--- src/rtl/fetch_unit.sv ---
// rtl/fetch_unit.sv - instruction fetch stage: PC, credit-limited imem requests, in-order buffer
module fetch_unit #(
    parameter logic [31:0] RESET_PC = 32'h0000_0000,
    parameter int          DEPTH    = 2
) (
    input  logic        clk,
    input  logic        rst_n,
    output logic        imem_req_valid,
    input  logic        imem_req_ready,
    output logic [31:0] imem_req_addr,
    input  logic        imem_rsp_valid,
    input  logic [31:0] imem_rsp_data,
    input  logic        redirect_valid,
    input  logic [31:0] redirect_pc,
    output logic        instr_valid,
    input  logic        instr_ready,
    output logic [31:0] instr,
    output logic [31:0] instr_pc,
    output logic [31:0] instr_pc_plus4,
    output logic [6:0]  op,
    output logic [2:0]  funct3,
    output logic [6:0]  funct7
);
    localparam int CW = $clog2(DEPTH + 1);
    localparam int PW = $clog2(DEPTH);
    localparam logic [0:0]  BOOT  = 1'b0;
    localparam logic [0:0]  FETCH = 1'b1;
    localparam logic [31:0] NOP   = 32'h0000_0013;

    logic [0:0]    state;
    logic [31:0]   fetch_pc;
    logic [31:0]   rsp_pc;
    logic [CW-1:0] count;
    logic [CW-1:0] outstanding;
    logic [CW-1:0] drop_cnt;
    logic [PW-1:0] wr_ptr;
    logic [PW-1:0] rd_ptr;
    logic [31:0]   buf_data [DEPTH];
    logic [31:0]   buf_pc   [DEPTH];
    logic [CW:0]   inflight;
    logic [31:0]   redirect_aligned;
    logic          accept;
    logic          push;
    logic          pop;

    function automatic logic [PW-1:0] ptr_next(input logic [PW-1:0] p);
        return (p == PW'(DEPTH - 1)) ? '0 : p + 1'b1;
    endfunction

    // Buffered plus in-flight words never exceed DEPTH, so a response always has a slot.
    assign inflight         = {1'b0, count} + {1'b0, outstanding};
    assign imem_req_valid   = (state == FETCH) && !redirect_valid && (inflight < (CW+1)'(DEPTH));
    assign imem_req_addr    = fetch_pc;
    assign accept           = imem_req_valid && imem_req_ready;
    assign push             = imem_rsp_valid && !redirect_valid && (drop_cnt == '0);
    assign instr_valid      = (count != '0);
    assign pop              = instr_valid && instr_ready && !redirect_valid;
    assign redirect_aligned = redirect_pc & ~32'h3;

    always_ff @(posedge clk or negedge rst_n) begin
        if (!rst_n) begin
            state       <= BOOT;
            fetch_pc    <= RESET_PC;
            rsp_pc      <= RESET_PC;
            count       <= '0;
            outstanding <= '0;
            drop_cnt    <= '0;
            wr_ptr      <= '0;
            rd_ptr      <= '0;
        end else begin
            state <= FETCH;
            if (redirect_valid) begin
                // Every request still outstanding after this cycle is wrong-path.
                fetch_pc    <= redirect_aligned;
                rsp_pc      <= redirect_aligned;
                count       <= '0;
                wr_ptr      <= '0;
                rd_ptr      <= '0;
                outstanding <= outstanding - CW'(imem_rsp_valid);
                drop_cnt    <= outstanding - CW'(imem_rsp_valid);
            end else begin
                if (accept) begin
                    fetch_pc <= fetch_pc + 32'd4;
                end
                outstanding <= outstanding + CW'(accept) - CW'(imem_rsp_valid);
                if (imem_rsp_valid && (drop_cnt != '0)) begin
                    drop_cnt <= drop_cnt - 1'b1;
                end
                if (push) begin
                    wr_ptr <= ptr_next(wr_ptr);
                    rsp_pc <= rsp_pc + 32'd4;
                end
                if (pop) begin
                    rd_ptr <= ptr_next(rd_ptr);
                end
                count <= count + CW'(push) - CW'(pop);
            end
        end
    end

    always_ff @(posedge clk) begin
        if (push) begin
            buf_data[wr_ptr] <= imem_rsp_data;
            buf_pc[wr_ptr]   <= rsp_pc;
        end
    end

    assign instr          = instr_valid ? buf_data[rd_ptr] : NOP;
    assign instr_pc       = instr_valid ? buf_pc[rd_ptr] : 32'h0;
    assign instr_pc_plus4 = instr_pc + 32'd4;
    assign op             = instr[6:0];
    assign funct3         = instr[14:12];
    assign funct7         = instr[31:25];
endmodule

--- config.mk ---
export PLATFORM = sky130hd
export DESIGN_NAME = fetch_unit
export DESIGN_NICKNAME = d
export VERILOG_FILES = /design/src/rtl/fetch_unit.sv
export SDC_FILE = /design/constraint.sdc
export NUM_CORES = 1
export LEC_CHECK = 0
export CAP_MARGIN = 20
export CORE_MARGIN = 5
export CORE_UTILIZATION = 51
export DETAILED_ROUTE_END_ITERATION = 10
export GPL_ROUTABILITY_DRIVEN = 0
export HOLD_SLACK_MARGIN = 0.12
export PLACE_DENSITY = 0.81
export RECOVER_POWER = 25
export SLEW_MARGIN = 20
export SYNTH_ARGS = -nofsm -noshare
export SYNTH_HDL_FRONTEND = slang
export SYNTH_SLANG_ARGS = --single-unit
--- constraint.sdc ---
create_clock -name clk -period 4.7 [get_ports clk]
set_input_delay 0.705 -clock clk [delete_from_list [all_inputs] [get_ports clk]]
set_output_delay 0.705 -clock clk [all_outputs]
set_load 0.005 [all_outputs]
Word level (Yosys, flattened, before mapping)

Memories as Yosys holds them, arrays and structs flattened.
Index checks and enable logic that the tools add are counted.

Memories: 2
Bits in writable memories: 128
Input bits: 70
Bits in registers: 73

Memories:

| name     | depth | bits a word | read ports | clocked after memory_dff | write ports | line | text |
|---|---|---|---|---|---|---|---|
| buf_data | 2     | 32          | 1          | 0                        | 1           | 38   | `logic [31:0] buf_data [DEPTH];` |
| buf_pc   | 2     | 32          | 1          | 0                        | 1           | 39   | `logic [31:0] buf_pc [DEPTH];` |

Mux-type cells: 18
Add/subtract/negate cells: 12
Reductions and logical operators: 16
Magnitude comparators: 1

Operators with widths:

| cell                  | count |
|---|---|
| $mux 32               | 6 |
| $add 32x3->32 const B | 3 |
| $reduce_bool 2->1     | 6 |
| $logic_and 1x1->1     | 8 |
| $mux 1                | 8 |
| $mux 2                | 4 |
| $sub 2x1->2           | 3 |
| $add 2x1->2           | 2 |
| $add 2x2->3           | 1 |
| $lt 3x2->1 const B    | 1 |
| $add 1x1->1 const B   | 2 |
| $logic_not 2->1       | 1 |
| $sub 2x1->2 const B   | 1 |
| $logic_not 1->1       | 1 |

Longest topological paths before layout

Gate-level depths: netlist of the first run.

Depth after elaboration: 7
Depth in mapped cells: 12
Gate-level depth less buffers: 11

Least setup slack after synthesis of the first run

No wires, ideal clock.

Path type: input-to-reg
From: input port redirect_valid
To: memory buf_data[0][0] (enable)
Stages on the path: 4
Required time: 4218 ps
Setup slack: 374 ps
Data arrival time: 3844 ps
Path through: clkinv_1 clkbuf_1 nand3_1 nor2_1

Word-level cells in the longest chain between the ends: 5

RTL lines:

| element                        | line | text |
|---|---|---|
| from (decl)                    | 13   | `input logic redirect_valid,` |
| $logic_not 1->1                | 55   | `assign push = imem_rsp_valid && !redirect_valid && (drop_cnt == '0);` |
| $logic_and 1x1->1 (2 in a row) | 55   |  |
| $mux 1                         | 102  | `if (push) begin` |
| $mux 1 (implied by the code)   | 103  | `buf_data[wr_ptr] <= imem_rsp_data;` |
| to (decl)                      | 38   |  |

No other way between the ends.

Worst setup path in the final report of the first run

From: register rd_ptr
To: output port instr_pc_plus4[31]

Word-level cells in the longest chain between the ends: 3

RTL lines:

| element                | line | text |
|---|---|---|
| from (decl)            | 37   | `logic [PW-1:0] rd_ptr;` |
| from (signal assigned) | 94   | `rd_ptr <= ptr_next(rd_ptr);` |
| $mem_v2 2x32           | --   |  |
| $mux 32                | 109  | `assign instr_pc = instr_valid ? buf_pc[rd_ptr] : 32'h0;` |
| $add 32x3->32          | 110  | `assign instr_pc_plus4 = instr_pc + 32'd4;` |
| to (decl)              | 19   | `output logic [31:0] instr_pc_plus4,` |

No other way between the ends.

==> qor.json, run 1 <==
{
  "outcome": {
    "outcome": "finished, violations left",
    "failing_checks": "max-capacitance violations, max-slew violations"
  },
  "global_route": {
    "grt-ovfl-total": 0,
    "pin_count_of_the_biggest_net_entering_global_routing": 63,
    "global_route_wire_length_before_repair_mm": 35.1,
    "first_global_vias": 6677,
    "number_of_antenna_violations_at_the_first_check_in_global_routing": 1,
    "track_usage_pct": 20.3
  },
  "setup_path": {
    "crit_chain": "buf_4 -> nand3_1 -> a22oi_2 -> nand4_2 -> nor4_1 -> xor2_1 -> clkdlybuf4s50_1",
    "worstSetupEndpointType": "output pin",
    "timing_worst_setup_path_type": "register to output pin",
    "timing.critical_path.slowest_cell_delay_ns": 0.54,
    "crit_path_top_delay_cell": "sky130_fd_sc_hd__buf_4",
    "start_kind": "register",
    "critical_path.max_fanout": 35,
    "worst-endpoint-arrival_ns": 3.42,
    "worstPathRequired_ns": 3.99,
    "ff2ff_path_depth": 11
  },
  "synth": {
    "syn_area_per_cell_um2": 12.0,
    "yosysUniqueCellTypes": 59,
    "synthesis.yosys.warnings": 0,
    "synth.area.mux_share_pct": 8.98,
    "number_of_cells_produced_by_synthesis": 797,
    "most_used_flip_flop_cell_after_synthesis": "sky130_fd_sc_hd__edfxtp_1",
    "synth_compound_gate_area_share_pct": 4.54,
    "netlist_area_um2": 9540,
    "portion_of_the_post_synthesis_area_used_by_sequential_elements_pct": 57.1,
    "synth-edff-count": 124,
    "yosys.area_share.xor_xnor_pct": 7.62,
    "yosys.area_share.adder_pct": 1.39,
    "dominant_combinational_cell_family_by_area_after_synthesis": "simple AND/OR/NAND/NOR gates",
    "ys_async_sr_fraction_pct": 35.8,
    "synth_seq_cells": 193,
    "post_synth_and_or_nand_nor_area_fraction_pct": 15.9
  },
  "route": {
    "wl_mm": 21.9,
    "route.detailed.vias_per_inst": 5.47,
    "route.detailed.drc": 0,
    "detail_route.first_pass.iterations": 7,
    "met2WireLength_mm": 10.1,
    "final_antenna_net_count": 0,
    "top_layer": "met5",
    "met1Wirelength_mm": 10.1,
    "route.detailed.wl_per_inst_um": 17.8,
    "num_vias": 6745,
    "detailedRoute.firstIterationViolations": 388,
    "wl_met3_mm": 1.54
  },
  "pwr": {
    "max-vdd-ir-drop_uv": 291,
    "pwr_density_nw_per_um2": 404,
    "fin_total_pwr_mw": 4.96,
    "static-leakage-power_nw": 4.37
  },
  "finish": {
    "final_nets": 1064,
    "layout_common_cells": "sky130_fd_sc_hd__clkdlybuf4s50_1 (175), sky130_fd_sc_hd__edfxtp_1 (124), sky130_fd_sc_hd__nor2_1 (88), sky130_fd_sc_hd__dfrtp_1 (68), sky130_fd_sc_hd__mux2i_1 (62)",
    "post_route_cell_area_um2": 12300,
    "most_frequent_standard_cell_in_the_layout_excluding_fill_and_tap_cells": "sky130_fd_sc_hd__clkdlybuf4s50_1",
    "drive_above_1_share_pct": 8.22,
    "utilization_pct": 66.2,
    "area_added_between_synthesis_and_finish_pct": 28.9
  },
  "timing": {
    "timing_hold_violations_final": 0,
    "period_minus_slack_ns": 4.13,
    "final-max-slew-violation-count": 43,
    "clock.fmax_mhz": 242,
    "timing.clock.skew_ns": 0.0105,
    "max_slew_margin_pct": -54.6,
    "rsz0062_at_grt": "no",
    "period_share_pct": 87.8,
    "post-route-worst-setup-slack_ns": 0.574,
    "setup_tns_ns": 0,
    "worst_slew_pin_slew_ns": 2.32,
    "setup-violations-final": 0
  },
  "clock_network": {
    "cts.sink_count": 193,
    "holdBufCountCts": 0,
    "worstSkewPairLatency_ns": 0.42,
    "cts_resizes": 0,
    "cts-buffers-inserted": 17,
    "cts_tree": "built",
    "clockRootBuffer": "sky130_fd_sc_hd__clkbuf_16",
    "postCtsSetupBuffers": 0,
    "h-tree-depth": 4,
    "clk_transition_reported_paths_ns": 0.07,
    "clock_path_buffers": 2
  },
  "floorplanning": {
    "io-pin-count": 217,
    "placementRows": 50,
    "floorplan.die.width_um": 147,
    "start_util_pct": 51.3,
    "design.core.area_um2": 18600,
    "fp.dieArea_um2": 21500,
    "die_height_um": 147
  },
  "min_path": {
    "class_of_the_tightest_hold_or_removal_check": "register to register",
    "number_of_instances_on_the_worst_hold_path": 0
  },
  "place": {
    "post_dp_cell_area_um2": 11700,
    "preCtsSetupSlack_ns": 0.998,
    "dpl.hpwl_mm": 16.0,
    "portBuffers": 208
  },
  "flow_run": {
    "timing.max_cap.violations": 1
  }
}
## kinds of logic after synthesis
kind of cell | count (synthesis)
compound gates | 66
xor+xnor | 83
fa+ha+maj | 10
buf+inv | 71
flops | 193
mux | 83
other cells | 2
simple gates | 289
## power breakdown
part / switching, mW / internal, mW / total (mW)
clock: 0.611 / 0.891 / 1.50
sequential: 0.137 / 1.98 / 2.12
combinational: 0.649 / 0.696 / 1.35
## cells in the mapped netlist (all sizes together) (3+ instances only)
| cell type | count | area [um2] |
|---|---|---|
| a211oi | 7 | 75.1 |
| a21oi | 16 | 80.1 |
| a22oi | 3 | 27.5 |
| a31oi | 4 | 25.0 |
| and2 | 3 | 18.8 |
| and3 | 11 | 68.8 |
| buf | 42 | 303 |
| clkbuf | 12 | 45.0 |
| dfrtp | 69 | 1730 |
| edfxtp | 124 | 3720 |
| ha | 9 | 113 |
| inv | 16 | 60.1 |
| mux2 | 21 | 236 |
| mux2i | 62 | 621 |
| nand2 | 48 | 180 |
| nand2b | 3 | 18.8 |
| nand3 | 46 | 230 |
| nand3b | 10 | 100 |
| nand4 | 33 | 234 |
| nor2 | 92 | 348 |
| nor3 | 17 | 90.1 |
| nor4 | 13 | 115 |
| o211ai | 4 | 30.0 |
| o21a | 5 | 37.5 |
| o21ai | 21 | 105 |
| or3 | 3 | 18.8 |
| xnor2 | 36 | 315 |
| xor2 | 47 | 412 |
## flip-flops by register name, summed over array words and instances (netlist names)
register and flops:
buf_pc 60, rsp_pc 30, state 1, count 2, imem_req_addr 30, wr_ptr 1
outstanding 2, buf_data 64, rd_ptr 1, drop_cnt 2
## area by class of cell
type	instances	area (um2)
clock buffers	18	429
well taps	234	293
flip-flops and latches	193	5450
fillers	1410	6290
repair buffers	217	2140
inverters	17	63.8
clock inverters	14	190
multi-input cells	538	3720
diodes	1	2.50
## worst paths after layout
| path | to | slack (ns) | start |
|---|---|---|---|
| max | instr_pc_plus4[31] | 0.57 | rd_ptr$_DFFE_PN0P_ |
| min | buf_pc[0][28]$_DFFE_PP_ | 0.49 | rsp_pc[28]$_DFFE_PN0N_ |
| max reg2reg | outstanding[1]$_DFF_PN0_ | 1.58 | count[0]$_DFF_PN0_ |
| min reg2reg | buf_pc[0][28]$_DFFE_PP_ | 0.49 | rsp_pc[28]$_DFFE_PN0N_ |
| max in group asynchronous | rd_ptr$_DFFE_PN0P_ | 2.07 | rst_n |
| min in group asynchronous | imem_req_addr[31]$_DFFE_PN0P_ | 0.97 | rst_n |
## metal layers
| layer | global-route usage, % | up-vias |
|---|---|---|
| met1 | 29.3 | 3232 |
| met5 | 0 | - |
| met3 | 4.63 | 18 |
| li1 | - | 3234 |
| met4 | 3.43 | 2 |
| met2 | 32.3 | 259 |
## per-stage QoR
| stage | hold WS, ns | std cells |
|---|---|---|
| 4_1_cts | 0.456 | 1231 |
| 2_1_floorplan | 0.409 | 802 |
| 3_3_place_gp | 0.472 | 1199 |
| 5_1_grt | 0.521 | 1231 |
| 6_report | 0.491 | 1232 |
| 3_5_place_dp | 0.475 | 1199 |
## critical path: cells and delay by family (launching register included)
kind | cells | cell delay [ns]
DFF | 1 | 0.52
and+or+nand+nor | 3 | 0.92
buffers and inverters | 2 | 1.05
AOI/OAI and AO/OA | 1 | 0.31
xor gates and xnor gates | 1 | 0.18
No activity file was read; power rests on OpenSTA's default activity.
==> inputs of run 2 (changes only) <==
--- a/config.mk
+++ b/config.mk
@@ -7,11 +7,11 @@
 export LEC_CHECK = 0
 export CAP_MARGIN = 20
 export CORE_MARGIN = 5
-export CORE_UTILIZATION = 51
+export CORE_UTILIZATION = 46
 export DETAILED_ROUTE_END_ITERATION = 10
 export GPL_ROUTABILITY_DRIVEN = 0
 export HOLD_SLACK_MARGIN = 0.12
-export PLACE_DENSITY = 0.81
+export PLACE_DENSITY = 0.77
 export RECOVER_POWER = 25
 export SLEW_MARGIN = 20
 export SYNTH_ARGS = -nofsm -noshare
==> constraint.sdc (replaced) <==
create_clock -name clk -period 3.37 [get_ports clk]
set_input_delay 0.8425 -clock clk [delete_from_list [all_inputs] [get_ports clk]]
set_output_delay 0.8425 -clock clk [all_outputs]
set_load 0.005 [all_outputs]
==> run 2 against run 1 <==
The run ends with max-capacitance violations, max-slew violations, negative setup slack left. Via count increased by 5.4%. Flip-flop and latch count unchanged. Combinational power increased by 58%. Critical endpoint is now instr_pc_plus4[27]. Largest power group unchanged. Highest routed layer is now met4.
==> qor.json, run 2 (same netlist as run 1, synthesis figures left out) <==
{
  "route": {
    "detailedRoute.firstIterationViolations": 303,
    "route.detailed.vias_per_inst": 5.28,
    "num_vias": 7106,
    "wl_mm": 23.8,
    "detail_route.first_pass.iterations": 5,
    "final_antenna_net_count": 0,
    "route.detailed.wl_per_inst_um": 17.7,
    "route.detailed.drc": 0
  },
  "floorplanning": {
    "die_height_um": 154,
    "design.core.area_um2": 20300,
    "start_util_pct": 47.0,
    "placementRows": 52,
    "io-pin-count": 217,
    "fp.dieArea_um2": 23700,
    "floorplan.die.width_um": 154
  },
  "finish": {
    "num-fill-cells": 1566,
    "antenna_cells": 0,
    "registers.top_by_ff_count": "buf_data",
    "drive_above_1_share_pct": 20.6,
    "layout_common_cells": "sky130_fd_sc_hd__clkdlybuf4s50_1 (164), sky130_fd_sc_hd__edfxtp_1 (124), sky130_fd_sc_hd__nor2_1 (81), sky130_fd_sc_hd__buf_4 (70), sky130_fd_sc_hd__dfrtp_1 (68)",
    "post_route_cell_area_um2": 13200,
    "area_added_between_synthesis_and_finish_pct": 38.4,
    "largest_register_ffs": 64,
    "top_regs": "buf_data (64), buf_pc (60)",
    "utilization_pct": 65.0,
    "most_frequent_standard_cell_in_the_layout_excluding_fill_and_tap_cells": "sky130_fd_sc_hd__clkdlybuf4s50_1",
    "fin_cells": 1346,
    "final_nets": 1143
  },
  "setup_path": {
    "start_kind": "register",
    "worstPathRequired_ns": 2.53,
    "crit_path_top_delay_cell": "sky130_fd_sc_hd__dfrtp_4",
    "crit_chain": "bufbuf_16 -> nand3b_1 -> a211oi_4 -> nand4_4 -> buf_6 -> buf_4 -> nor3_4 -> xor2_1 -> buf_2",
    "critical_path.max_fanout": 12,
    "timing_worst_setup_path_type": "register to output pin",
    "timing.critical_path.slowest_cell_delay_ns": 0.52,
    "worstSetupEndpointType": "output pin",
    "worst-endpoint-arrival_ns": 2.77
  },
  "min_path": {
    "class_of_the_tightest_hold_or_removal_check": "register to register"
  },
  "place": {
    "post_dp_cell_area_um2": 12200,
    "portBuffers": 208,
    "place.detailed.instances": 1287,
    "dpl.hpwl_mm": 17.0,
    "preCtsSetupSlack_ns": -0.0716
  },
  "global_route": {
    "number_of_antenna_violations_at_the_first_check_in_global_routing": 0,
    "pin_count_of_the_biggest_net_entering_global_routing": 63,
    "grt-ovfl-total": 0,
    "global_route_wire_length_before_repair_mm": 38.2,
    "track_usage_pct": 20.0,
    "first_global_vias": 7187
  },
  "pwr": {
    "max-vdd-ir-drop_uv": 366,
    "clkPwrFrac_pct": 27.2,
    "p_int_mw": 4.85,
    "pwr_density_nw_per_um2": 527,
    "seq_power_share_pct": 42.3,
    "switching_power_mw": 2.11,
    "static-leakage-power_nw": 5.06,
    "fin_total_pwr_mw": 6.96,
    "sw_frac_of_total_pct": 30.3,
    "comb_power_share_pct": 30.5
  },
  "clock_network": {
    "clockRootBuffer": "sky130_fd_sc_hd__clkbuf_16",
    "cts-buffers-inserted": 17,
    "cts_tree": "built",
    "worstSkewPairLatency_ns": 0.43,
    "clk_transition_reported_paths_ns": 0.07,
    "cts.sink_count": 193,
    "clock_path_buffers": 2,
    "holdBufCountCts": 0,
    "h-tree-depth": 4
  },
  "flow_run": {
    "timing.max_cap.violations": 1
  },
  "timing": {
    "rsz0062_at_grt": "yes",
    "clock.fmax_mhz": 277,
    "max_slew_margin_pct": -11.9,
    "worst_slew_pin_slew_ns": 1.68,
    "worst_hold_slack_ns": 0.492,
    "timing_hold_violations_final": 0,
    "final-max-slew-violation-count": 27,
    "timing.clock.skew_ns": 0.0135,
    "setup-violations-final": 32,
    "setup_tns_ns": -2.93,
    "post-route-worst-setup-slack_ns": -0.245,
    "period_share_pct": 107,
    "period_minus_slack_ns": 3.62
  },
  "outcome": {
    "outcome": "finished, violations left",
    "failing_checks": "max-capacitance violations, max-slew violations, negative setup slack"
  }
}
[run 2: cell types whose count changed in the layout (fill, tap and decap cells not counted), sizes merged, moves of 3 or more]
| cell | before | now |
|---|---|---|
| buf | 9 | 104 |
| dlygate4sd3 | 32 | 16 |
| clkdlybuf4s50 | 175 | 164 |
| inv | 17 | 24 |
| bufinv | 4 | 0 |
| clkbuf | 19 | 23 |
| clkinv | 9 | 6 |
[run 2: final cells by class]
cell class,count,area [um2],share of cell area [%]
multi-input cells,538,4010,30.4
well taps,270,338,2.56
clock inverters,14,123,0.929
repair buffers,296,2790,21.1
flip-flops and latches,193,5450,41.3
clock buffers,18,429,3.25
inverters,17,63.8,0.483
[run 2: critical path: cells and delay by family, from the launching register on]
kind | cells | cell delay, ns
simple gates | 3 | 0.58
flops | 1 | 0.52
compound gates | 1 | 0.34
xor+xnor | 1 | 0.16
buf+inv | 4 | 0.75
[run 2: worst paths after layout]
check / start / endpoint / slack, ns / cells after the start
worst min register to register: rsp_pc[28]$_DFFE_PN0N_ / buf_pc[1][28]$_DFFE_PP_ / 0.49 / 0
worst max-delay path: rd_ptr$_DFFE_PN0P_ / instr_pc_plus4[27] / -0.25 / 9
min in group asynchronous: rst_n / imem_req_addr[18]$_DFFE_PN0P_ / 0.84 / 1
worst min-delay path: rsp_pc[28]$_DFFE_PN0N_ / buf_pc[1][28]$_DFFE_PP_ / 0.49 / 0
worst max register to register: count[0]$_DFF_PN0_ / imem_req_addr[28]$_DFFE_PN0P_ / 0.62 / 8
max in group asynchronous: rst_n / rd_ptr$_DFFE_PN0P_ / 1.54 / 2
[run 2: timing repair]
item,in CTS,in global routing
pin swaps,29,16
endpoints found under the setup margin,29,69
setup buffers,20,6
gates cloned,1,0
gates resized for setup,122,32
[run 2: power by group through the flow]
stage / sequential, mW / clock [mW] / combinational (mW)
after floorplan: 2.94 / 0 / 1.04
after global placement: 2.97 / 0 / 2.05
after detailed placement: 2.99 / 0 / 2.09
after CTS: 2.94 / 1.95 / 2.14
after global routing: 2.97 / 2.06 / 2.30
final: 2.95 / 1.89 / 2.13
[run 2: metal layers]
layer	GRT usage [%]	vias to the layer above	share of wire (%)
met5	0	-	0
met4	6.06	0	2.0
met3	4.02	33	7.2
met2	32.1	282	46
met1	27.7	3404	45
li1	-	3387	-
==> inputs of run 3 (changes only) <==
--- a/config.mk
+++ b/config.mk
@@ -6,7 +6,6 @@
 export NUM_CORES = 1
 export LEC_CHECK = 0
 export CAP_MARGIN = 20
-export CORE_MARGIN = 5
 export CORE_UTILIZATION = 46
 export DETAILED_ROUTE_END_ITERATION = 10
 export GPL_ROUTABILITY_DRIVEN = 0
==> constraint.sdc (replaced) <==
create_clock -name clk -period 3.37 [get_ports clk]
set_input_delay 0.8425 -clock clk [delete_from_list [all_inputs] [get_ports clk]]
set_output_delay 0.8425 -clock clk [all_outputs]
set_load 0.1 [all_outputs]
==> run 3 against run 2 <==
The run still ends with max-capacitance violations, max-slew violations, negative setup slack left. Flip-flop and latch count is the same. Critical path depth is the same. Non-clock buffer count shrank 23. Clock skew shrank 0.0021 ns. Critical path type unchanged. First-iteration DRC count grew 37%. Wire length shrank 6.3%.
==> qor.json, run 3 (same netlist as run 1, synthesis figures left out) <==
{
  "setup_path": {
    "regToRegSetupSlack_ns": 0.65,
    "critical_path.max_fanout": 37,
    "worst_r2r_startpoint": "count[0]$_DFF_PN0_",
    "start_kind": "register",
    "timing_worst_setup_path_type": "register to output pin",
    "r2r-end": "imem_req_addr[28]$_DFFE_PN0P_",
    "critPathLaunch": "rd_ptr$_DFFE_PN0P_",
    "worstSetupEndpointType": "output pin",
    "ff2ff_path_depth": 7,
    "worstPathRequired_ns": 2.53,
    "worst-endpoint-arrival_ns": 2.80
  },
  "outcome": {
    "outcome": "finished, violations left",
    "failing_checks": "max-capacitance violations, max-slew violations, negative setup slack"
  },
  "clock_network": {
    "worstSkewPairLatency_ns": 0.43,
    "cts.sink_count": 193,
    "cts-buffers-inserted": 17,
    "h-tree-depth": 4,
    "clk_transition_reported_paths_ns": 0.07,
    "clock_path_buffers": 2,
    "cts_tree": "built",
    "clockRootBuffer": "sky130_fd_sc_hd__clkbuf_16"
  },
  "finish": {
    "layout_common_cells": "sky130_fd_sc_hd__buf_4 (145), sky130_fd_sc_hd__edfxtp_1 (124), sky130_fd_sc_hd__dfrtp_1 (68), sky130_fd_sc_hd__mux2i_1 (59), sky130_fd_sc_hd__buf_12 (54)",
    "largest_register_ffs": 64,
    "registers.top_by_ff_count": "buf_data",
    "area_added_between_synthesis_and_finish_pct": 48.8,
    "antenna_cells": 0,
    "final_nets": 1120,
    "drive_above_1_share_pct": 38.0,
    "top_regs": "buf_data (64), buf_pc (60)",
    "most_frequent_standard_cell_in_the_layout_excluding_fill_and_tap_cells": "sky130_fd_sc_hd__buf_4"
  },
  "route": {
    "route.detailed.drc": 0,
    "route.detailed.wl_per_inst_um": 16.9,
    "route.detailed.vias_per_inst": 5.25,
    "detail_route.first_pass.iterations": 6,
    "final_antenna_net_count": 0,
    "num_vias": 6947,
    "detailedRoute.firstIterationViolations": 416,
    "wl_mm": 22.3
  },
  "global_route": {
    "pin_count_of_the_biggest_net_entering_global_routing": 63,
    "first_global_vias": 6704,
    "track_usage_pct": 21.3,
    "global_route_wire_length_before_repair_mm": 35.3,
    "number_of_antenna_violations_at_the_first_check_in_global_routing": 0,
    "grt-ovfl-total": 0
  },
  "min_path": {
    "min_to": "buf_pc[0][28]$_DFFE_PP_",
    "class_of_the_tightest_hold_or_removal_check": "register to register",
    "holdCritStartpoint": "rsp_pc[28]$_DFFE_PN0N_",
    "number_of_instances_on_the_worst_hold_path": 0
  },
  "timing": {
    "timing.clock.skew_ns": 0.0114,
    "period_minus_slack_ns": 3.65,
    "clock.fmax_mhz": 274,
    "setup_tns_ns": -4.06,
    "rsz0062_at_grt": "yes",
    "period_share_pct": 108,
    "final-max-slew-violation-count": 34,
    "setup-violations-final": 21,
    "worst_slew_pin_slew_ns": 1.92,
    "timing_hold_violations_final": 0,
    "max_slew_margin_pct": -27.9,
    "post-route-worst-setup-slack_ns": -0.276
  },
  "floorplanning": {
    "die_height_um": 146,
    "design.core.area_um2": 20300,
    "floorplan.die.width_um": 146,
    "fp.dieArea_um2": 21300,
    "io-pin-count": 217,
    "placementRows": 52,
    "start_util_pct": 47.0
  },
  "pwr": {
    "max-vdd-ir-drop_uv": 420,
    "fin_total_pwr_mw": 9.92,
    "pwr_density_nw_per_um2": 699,
    "static-leakage-power_nw": 5.31
  },
  "place": {
    "portBuffers": 208,
    "dpl.hpwl_mm": 16.2
  },
  "flow_run": {
    "timing.max_cap.violations": 1
  }
}
run 3: cell count changes in the layout (fill, tap and decap cells not counted), moves of 16 or more:
cell / previous run / this run
sky130_fd_sc_hd__buf_12: 7 / 54
sky130_fd_sc_hd__buf_2: 17 / 0
sky130_fd_sc_hd__buf_4: 70 / 145
sky130_fd_sc_hd__clkdlybuf4s50_1: 164 / 34
sky130_fd_sc_hd__dlygate4sd3_1: 16 / 32
sky130_fd_sc_hd__nor2_1: 81 / 26
sky130_fd_sc_hd__nor2_2: 7 / 28
sky130_fd_sc_hd__nor2_4: 4 / 38
sky130_fd_sc_hd__xor2_1: 46 / 27
sky130_fd_sc_hd__xor2_4: 0 / 17
run 3: worst max-delay path by stage:
stage / end / slack [ns]
after floorplan: instr_pc_plus4[28] / -0.71
after global placement: instr_pc_plus4[20] / 0.06
after detailed placement: instr_pc_plus4[20] / 0.03
after CTS: instr_pc_plus4[28] / -0.27
after global routing: instr_pc_plus4[12] / -0.40
final: instr_pc_plus4[28] / -0.28
run 3: layer usage:
metal | vias to the layer above | share of wire, % | global-route usage, %
met1 | 3361 | 44 | 30.1
met2 | 224 | 49 | 34.1
li1 | 3340 | - | -
met5 | - | 0 | 0
met3 | 22 | 5.5 | 3.95
met4 | 0 | 1.5 | 5.52
run 3: cell type report:
type / count / area [um2]
Timing Repair Buffer: 273 / 2910
Clock buffer: 17 / 425
Sequential cell: 193 / 5450
Multi-Input combinational cell: 538 / 4830
Inverter: 17 / 71.3
Fill cell: 1346 / 6110
Tap cell: 270 / 338
Clock inverter: 15 / 163
run 3: timing repair:
action	CTS	global route
setup buffers	12	9
hold buffers	0	0
gates resized for setup	19	11
pin swaps	8	9
setup endpoints to repair	23	23
run 3: metrics by stage:
stage | util, % | hold WS (ns) | area (um2) | instances | worst slack (ns)
5_1_grt | 69.9 | 0.540 | 14200 | 1323 | -0.400
4_1_cts | 69.3 | 0.500 | 14100 | 1314 | -0.268
3_5_place_dp | 65.4 | 0.488 | 13300 | 1270 | 0.0328
3_3_place_gp | 65.4 | 0.476 | 13300 | 1270 | 0.0647
2_1_floorplan | - | 0.442 | 10600 | 802 | -0.708
6_report | 69.9 | 0.502 | 14200 | 1323 | -0.276
run 3: report_power, final:
group	switching, mW	internal, mW	total (mW)
clock	0.968	0.998	1.97
combinational	3.55	1.45	5.00
sequential	0.196	2.76	2.95
total	4.71	5.21	9.92
run 3: critical path, stage by stage (launching register included):
cell	delay [ns]
sky130_fd_sc_hd__dfrtp_4	0.55
sky130_fd_sc_hd__buf_12	0.21
sky130_fd_sc_hd__nand3b_4	0.18
sky130_fd_sc_hd__a211oi_4	0.36
sky130_fd_sc_hd__buf_6	0.17
sky130_fd_sc_hd__nand4_4	0.08
sky130_fd_sc_hd__buf_12	0.19
sky130_fd_sc_hd__nor4_4	0.26
sky130_fd_sc_hd__xor2_4	0.19
sky130_fd_sc_hd__buf_12	0.19
